## src/rtl/seq_rda_div.sv

```systemverilog
// Multi-cycle restoring divider with valid/ready handshakes and optional
// two's-complement operation; BITS_PER_CYCLE quotient bits are resolved per clock.
module seq_rda_div #(
  parameter int WIDTH          = 32,
  parameter int BITS_PER_CYCLE = 1,
  parameter int SIGNED_EN      = 1
) (
  input  logic             clk,
  input  logic             rst_n,
  input  logic             in_valid,
  output logic             in_ready,
  input  logic [WIDTH-1:0] x,
  input  logic [WIDTH-1:0] y,
  input  logic             is_signed,
  output logic             out_valid,
  input  logic             out_ready,
  output logic [WIDTH-1:0] q,
  output logic [WIDTH-1:0] r,
  output logic             div_zero,
  output logic             busy
);

  localparam int N  = WIDTH / BITS_PER_CYCLE;
  localparam int CW = $clog2(N + 1);
  localparam logic [CW-1:0]    LAST    = CW'(N - 1);
  localparam logic [CW-1:0]    CNT_ONE = CW'(1);
  localparam logic [WIDTH-1:0] ONE     = {{(WIDTH-1){1'b0}}, 1'b1};

  typedef enum logic [1:0] {
    S_IDLE = 2'd0,
    S_CALC = 2'd1,
    S_FIX  = 2'd2,
    S_DONE = 2'd3
  } state_t;

  function automatic logic [WIDTH-1:0] negate(input logic [WIDTH-1:0] v);
    return ~v + ONE;
  endfunction

  state_t           state_q, state_d;
  logic [CW-1:0]    cnt_q, cnt_d;
  logic [WIDTH-1:0] rem_q, rem_d;
  logic [WIDTH-1:0] quo_q, quo_d;
  logic [WIDTH-1:0] ymag_q, ymag_d;
  logic             qneg_q, qneg_d;
  logic             rneg_q, rneg_d;
  logic [WIDTH-1:0] q_q, q_d;
  logic [WIDTH-1:0] r_q, r_d;
  logic             out_valid_q, out_valid_d;
  logic             div_zero_q, div_zero_d;
  logic             in_ready_q, in_ready_d;
  logic             busy_q, busy_d;

  logic             sgn_s, xs_s, ys_s;
  logic [WIDTH:0]   rem_w, diff_w;
  logic [WIDTH-1:0] quo_w;

  // Next-state, datapath step and registered-output computation
  always_comb begin
    state_d     = state_q;
    cnt_d       = cnt_q;
    rem_d       = rem_q;
    quo_d       = quo_q;
    ymag_d      = ymag_q;
    qneg_d      = qneg_q;
    rneg_d      = rneg_q;
    q_d         = q_q;
    r_d         = r_q;
    out_valid_d = out_valid_q;
    div_zero_d  = div_zero_q;
    in_ready_d  = in_ready_q;
    busy_d      = busy_q;
    sgn_s       = (SIGNED_EN != 0) && is_signed;
    xs_s        = sgn_s && x[WIDTH-1];
    ys_s        = sgn_s && y[WIDTH-1];
    rem_w       = {1'b0, rem_q};
    quo_w       = quo_q;
    diff_w      = '0;

    case (state_q)
      S_IDLE: begin
        if (in_valid) begin
          in_ready_d = 1'b0;
          busy_d     = 1'b1;
          if (y == '0) begin
            // Zero divisor skips iteration; out_valid follows one cycle later in DONE
            q_d        = '1;
            r_d        = x;
            div_zero_d = 1'b1;
            state_d    = S_DONE;
          end else begin
            quo_d      = xs_s ? negate(x) : x;
            ymag_d     = ys_s ? negate(y) : y;
            rem_d      = '0;
            qneg_d     = xs_s ^ ys_s;
            rneg_d     = xs_s;
            cnt_d      = '0;
            div_zero_d = 1'b0;
            state_d    = S_CALC;
          end
        end else begin
          state_d = S_IDLE;
        end
      end
      S_CALC: begin
        // Dividend bits shift out of quo into rem while quotient bits shift in
        for (int i = 0; i < BITS_PER_CYCLE; i++) begin
          rem_w  = {rem_w[WIDTH-1:0], quo_w[WIDTH-1]};
          quo_w  = {quo_w[WIDTH-2:0], 1'b0};
          diff_w = rem_w - {1'b0, ymag_q};
          if (diff_w[WIDTH]) begin
            rem_w = rem_w;
          end else begin
            rem_w    = diff_w;
            quo_w[0] = 1'b1;
          end
        end
        rem_d = rem_w[WIDTH-1:0];
        quo_d = quo_w;
        cnt_d = cnt_q + CNT_ONE;
        if (cnt_q == LAST) begin
          state_d = S_FIX;
        end else begin
          state_d = S_CALC;
        end
      end
      S_FIX: begin
        q_d         = qneg_q ? negate(quo_q) : quo_q;
        r_d         = rneg_q ? negate(rem_q) : rem_q;
        out_valid_d = 1'b1;
        state_d     = S_DONE;
      end
      S_DONE: begin
        if (!out_valid_q) begin
          out_valid_d = 1'b1;
        end else if (out_ready) begin
          out_valid_d = 1'b0;
          in_ready_d  = 1'b1;
          busy_d      = 1'b0;
          state_d     = S_IDLE;
        end else begin
          state_d = S_DONE;
        end
      end
      default: begin
        state_d     = S_IDLE;
        out_valid_d = 1'b0;
        in_ready_d  = 1'b1;
        busy_d      = 1'b0;
      end
    endcase
  end

  // State and output registers
  always_ff @(posedge clk or negedge rst_n) begin
    if (!rst_n) begin
      state_q     <= S_IDLE;
      cnt_q       <= '0;
      rem_q       <= '0;
      quo_q       <= '0;
      ymag_q      <= '0;
      qneg_q      <= 1'b0;
      rneg_q      <= 1'b0;
      q_q         <= '0;
      r_q         <= '0;
      out_valid_q <= 1'b0;
      div_zero_q  <= 1'b0;
      in_ready_q  <= 1'b1;
      busy_q      <= 1'b0;
    end else begin
      state_q     <= state_d;
      cnt_q       <= cnt_d;
      rem_q       <= rem_d;
      quo_q       <= quo_d;
      ymag_q      <= ymag_d;
      qneg_q      <= qneg_d;
      rneg_q      <= rneg_d;
      q_q         <= q_d;
      r_q         <= r_d;
      out_valid_q <= out_valid_d;
      div_zero_q  <= div_zero_d;
      in_ready_q  <= in_ready_d;
      busy_q      <= busy_d;
    end
  end

  assign in_ready  = in_ready_q;
  assign out_valid = out_valid_q;
  assign q         = q_q;
  assign r         = r_q;
  assign div_zero  = div_zero_q;
  assign busy      = busy_q;

endmodule

```

## config.mk

```make
export PLATFORM = sky130hd
export DESIGN_NAME = seq_rda_div
export DESIGN_NICKNAME = d
export VERILOG_FILES = /design/src/rtl/seq_rda_div.sv
export SDC_FILE = /design/constraint.sdc
export NUM_CORES = 1
export LEC_CHECK = 0
export CORE_UTILIZATION = 39
export CTS_CLUSTER_DIAMETER = 80
export CTS_CLUSTER_SIZE = 40
export DETAILED_ROUTE_END_ITERATION = 8
export DONT_BUFFER_PORTS = 1
export GPL_ROUTABILITY_DRIVEN = 0
export GPL_TIMING_DRIVEN = 1
export MAX_ROUTING_LAYER = met4
export SLEW_MARGIN = 20
export SYNTH_ARGS = -nofsm -noshare
export SYNTH_HDL_FRONTEND = slang
export SYNTH_SLANG_ARGS = --single-unit
export TNS_END_PERCENT = 1
```

## constraint.sdc

```tcl
create_clock -name clk -period 5 [get_ports clk]
set_input_delay 1.5 -clock clk [delete_from_list [all_inputs] [get_ports clk]]
set_output_delay 1.5 -clock clk [all_outputs]
set_load 0.1 [all_outputs]
```

# Yosys cells after proc, flatten, opt, wreduce, memory -nomap -nowiden
# Cells that the tools add are included.
# W data, S select, Z words.
# word_totals
regBits	174
word_cells	86
# classes
n_reduce_logical	13
n_eq_ne	9
bitwise_logic	6
mux	39
addsub	6
# ops
op	count
$mux W32	13
$pmux W32 S2	4
$add A32 B1 Y32 const B	4
$not A32 Y32	4
$sub A33 B32 Y33	1
$logic_not A32 Y1	1
$mux W6	2
$pmux W6 S2	1
$mux W1	10
$mux W2	5
$ne A2 B2 Y1 const B	5
$reduce_and A3 Y1	3
$pmux W2 S4	1
$reduce_bool A2 Y1	4
$add A6 B1 Y6 const B	1
$eq A6 B5 Y1 const B	1
$pmux W1 S2	3
$eq A2 B2 Y1 const B	2
$reduce_and A4 Y1	1
$eq A2 B1 Y1 const B	1
$logic_and A1 B1 Y1	2
$logic_not A2 Y1	1
$reduce_and A2 Y1	1
$not A1 Y1	1
$xor A1 B1 Y1	1

# Longest topological paths before layout
# depth
word_depth	6
ltp_mapped	14

# Worst setup path after synthesis
# Ideal clock, no wire load.
# synth_path
path_type	input port to flip-flop
start	input port y[6]
end	register r_q[14], in the netlist r[14]
setup_slack_ps	1083
stages	10
setup_time_ps	79
arrival_ps	3838
path_buffers	2
t_required_ps	4921
path_cell_list	or4_1 nor4_4 nand4_1 or4_4 nand2b_1 buf_2 nand2_2 buf_4 o22ai_1 a21oi_1
# synth_via
elab_chain_cells	3
# synth_rtl
element	line	text
start: declaration	13	input logic [WIDTH-1:0] y,
$logic_not A32 Y1	85	if (y == '0) begin
$ne A2 B2 Y1 (no line)	--	
$reduce_and A3 Y1 (no line)	--	
end signal: assignment	179	r_q <= r_d;
end: declaration	48	logic [WIDTH-1:0] r_q, r_d;
# No other way between the ends.
# A chain may end at the register's enable or synchronous reset.

# Final worst setup path
# layout_path
start	register quo_q[31]
end	register rem_q[19]
# layout_via
elab_chain_cells	3
# layout_rtl
element	line	text
start: declaration	43	logic [WIDTH-1:0] quo_q, quo_d;
start signal: assignment	174	quo_q <= quo_d;
$sub A33 B32 Y33	110	diff_w = rem_w - {1'b0, ymag_q};
$mux W32	111	if (diff_w[WIDTH]) begin
$pmux W32 S2	80	case (state_q)
end signal: assignment	173	rem_q <= rem_d;
end: declaration	42	logic [WIDTH-1:0] rem_q, rem_d;
# No other way between the ends.

==> reports/results.env <==
STATUS='completed'
INITIAL_UTILIZATION_PCT=39.9
POST_SYNTH_EDFFS=0
DRT_DRC_VIOLATIONS_LEFT=0
TIGHTEST_SLEW_NS=1.02
WORST_SLEW_MARGIN_REL_PCT=31.9
NETLIST_AREA_UM2=11500
NNETSFINAL=1416
YOSYS_WARNINGS=0
DRC_VIOLATION_TOTAL_AFTER_THE_FIRST_TRITONROUTE_ITERATION=684
POST_CTS_RESIZE_COUNT=0
CRITICALPATHCATEGORY='flip-flop to flip-flop'
TRITONCTS='built'
MAX_CLOCK_FREQ_MHz=262
WORST-PATH-MAX-FANOUT=13
CTS.SINK_COUNT=174
COMMONEST_NON_FILL_NON_TAP_CELL_IN_THE_LAYOUT='dfrtp_1'
POSTCTSHOLDBUFS=0
MOSTFREQUENTLAYOUTCELLS='173 x dfrtp_1, 169 x o21ai_0, 165 x nand2_1, 105 x nor2_1, 77 x xnor2_1'
CAP_VIOLATIONS=0
MAXIMUM_NUMBER_OF_PINS_ON_ONE_NET_BEFORE_GLOBAL_ROUTE_REPAIR=175
INITIAL_ANTENNA_VIOLATION_COUNT=0
GRTUSAGETOTAL_PCT=20.6
VIAS_AFTER_DETAILED_ROUTING=9498
GRT_FIRST_PASS_WIRELENGTH_MM=48.8
SYNTHTOLAYOUTAREAGROWTH_PCT=7.69
FINALSETUPVIOLCOUNT=0
FINALHOLDWORSTSLACK_NS=0.470
CTS_BUFFER_DEPTH=2
CLKLATENCYLATEPIN_NS=0.43
ROUTED_WIRE_LENGTH_PER_INSTANCE_UM=17.6
IO_BUFFERS=0
CRITPATHCAPTURETYPE='flip-flop'
ANT_NETS=0
ASYNC_RESET_FF_SHARE_PCT=100
ANTENNA_CELLS_INSERTED=0
DIE_WIDTH_UM=174
CTS_BUFFERS=17
CRIT_PATH_CELL_TRACE='inv_1 > ha_1 > fa_1 > nand2b_1 > a21oi_1 > o21ai_0 > a21boi_0 > o2111ai_1 > mux2i_1 > o221ai_4 > and2_1 > a221o_1'
YS_DOMINANT_REG_CELL='dfrtp_1'
FINAL_CLOCK_SKEW_NS=0.0108
CRIT_PATH_START_KIND='flip-flop'
CP.ARRIVAL_NS=4.11
RSZ0062_AT_GRT='false'
CELL_WITH_THE_LARGEST_STAGE_DELAY_ON_THE_WORST_PATH='fa_1'
NUMPLACEDINSTANCES=1674
PERIOD_MINUS_SLACK_NS=3.81
YS_SEQ_AREA_SHARE_PCT=37.7
DIE_AREA_UM2=30300
CTS_HTREE_LEVELS=4
VIA_PER_INST=5.57
LAYOUT_CELL_SHARE_WITH_DRIVE_STRENGTH_BEYOND_1_PCT=6.20
TOTALWIRELENGTH_MM=30.0
FIRST_PASS_ITERS=7
HP-CLASS='flip-flop to flip-flop'
CHIPHEIGHT_UM=174
GLOBALROUTEOVERFLOWTOTAL=0
CLK_PIN_SLEW_NS=0.07
POST_CTS.REPAIR.SETUP_BUFFERS=0
TIMING.FINAL.WS_SETUP_NS=1.19
DP_HPWL_MM=22.6
POST_LAYOUT_NONFILLER_INSTANCES=1706
PRECTSSETUPSLACK_NS=0.718
AVGSYNTHCELLAREA_UM2=8.57
WORST_PATH_LARGEST_CELL_DELAY_NS=0.41
FILLER_CELL_COUNT=2817
FIRST_GLOBAL_VIAS=9029
SETUP_TOTAL_NEGATIVE_SLACK_NS=0
FINAL.PERIOD_UTILIZATION_PCT=76.2
REPORT.FINAL.HOLD_VIOL_COUNT=0
SYNTH.FF_LATCH_COUNT=174
AREA_OF_THE_PLACEABLE_CORE_UM2=28900
SYNTH_CELLS=1348
WORSTPATHREQUIRED_NS=5.30
IO-PIN-COUNT=137
NUMBER_OF_LIBRARY_CELL_TYPES_MAPPED_BY_SYNTHESIS=73
CLOCK_ROOT_CELL='clkbuf_16'
SLEW_VIOLATIONS=0
ROWS=62
SYNTHESIS.NETS=1455
## flip-flops by register name, indices dropped and copies added, names as in the netlist
register   count
q             32
quo_q         32
r             32
rem_q         32
ymag_q        32
cnt_q          6
state_q        2
busy           1
div_zero       1
in_ready       1
out_valid      1
qneg_q         1
rneg_q         1
## per-stage QoR
step | area [um^2] | utilization [%]
final | 12400 | 43.0
after global routing | 12400 | 43.0
after CTS | 12400 | 43.0
after detailed placement | 11800 | 40.9
after global placement | 11800 | 40.9
after floorplan | 11500 | -
## layout make-up
cell class	instances	area (um^2)	area share [%]
Inverter	57	214	1.72
Multi-Input combinational cell	1042	6660	53.5
Timing Repair Buffer	17	140	1.13
Sequential cell	174	4360	35.0
Clock inverter	14	159	1.28
Clock buffer	18	429	3.45
Tap cell	384	480	3.86
## metal layers
metal	share of wire [%]	track usage [%]
met1	48	27.8
met2	45	31.3
met3	6.3	4.55
met4	1.2	5.12
met5	0	-
## kinds of logic after synthesis
| group | after synthesis | synth area share [%] |
|---|---|---|
| AO/OA/AOI/OAI | 408 | 22.3 |
| XOR/XNOR | 150 | 11.4 |
| adder cells (fa/ha/maj) | 38 | 4.18 |
| buffers and inverters | 132 | 4.92 |
| flip-flops | 174 | 37.7 |
| multiplexers | 27 | 2.37 |
| AND/OR/NAND/NOR | 419 | 17.1 |
## critical path, delay by kind of cell (launching register included)
family / cells / cell delay [ns]
AOI/OAI and AO/OA: 6 / 1.77
adders and majority gates: 2 / 0.68
buffers and inverters: 1 / 0.14
DFF: 1 / 0.34
muxes: 1 / 0.27
and+or+nand+nor: 2 / 0.49
## Yosys cell counts, drive strengths merged, types with 13 or more instances
cell | n | area [um^2]
or4 | 14 | 113
nor3 | 31 | 175
a21o | 15 | 113
nor4 | 14 | 109
o31ai | 26 | 219
or3 | 14 | 104
o22ai | 15 | 93.8
a221o | 29 | 290
xnor2 | 77 | 674
a31oi | 18 | 113
a21oi | 74 | 370
dfrtp | 173 | 4330
inv | 57 | 214
nand2 | 166 | 626
o21ai | 172 | 861
nand3 | 19 | 95.1
ha | 37 | 463
nor2 | 105 | 394
nand2b | 13 | 81.3
clkbuf | 56 | 221
o41ai | 14 | 141
mux2i | 24 | 240
buf | 17 | 81.3
xor2 | 73 | 639
## final timing paths
check,start,to,slack (ns),cells after the start
min,quo_q[31],quo_q[31],0.47,2
max,quo_q[31],rem_q[19],1.19,12
max in group asynchronous,rst_n,ymag_q[30],3.88,0
min in group asynchronous,rst_n,q[7],0.76,0
min reg2reg,quo_q[31],quo_q[31],0.47,2
max reg2reg,quo_q[31],rem_q[19],1.19,12
Power is left out: the tool's default activity adds up to more than one toggle a clock period on the data nets, which glitch-free logic cannot reach.
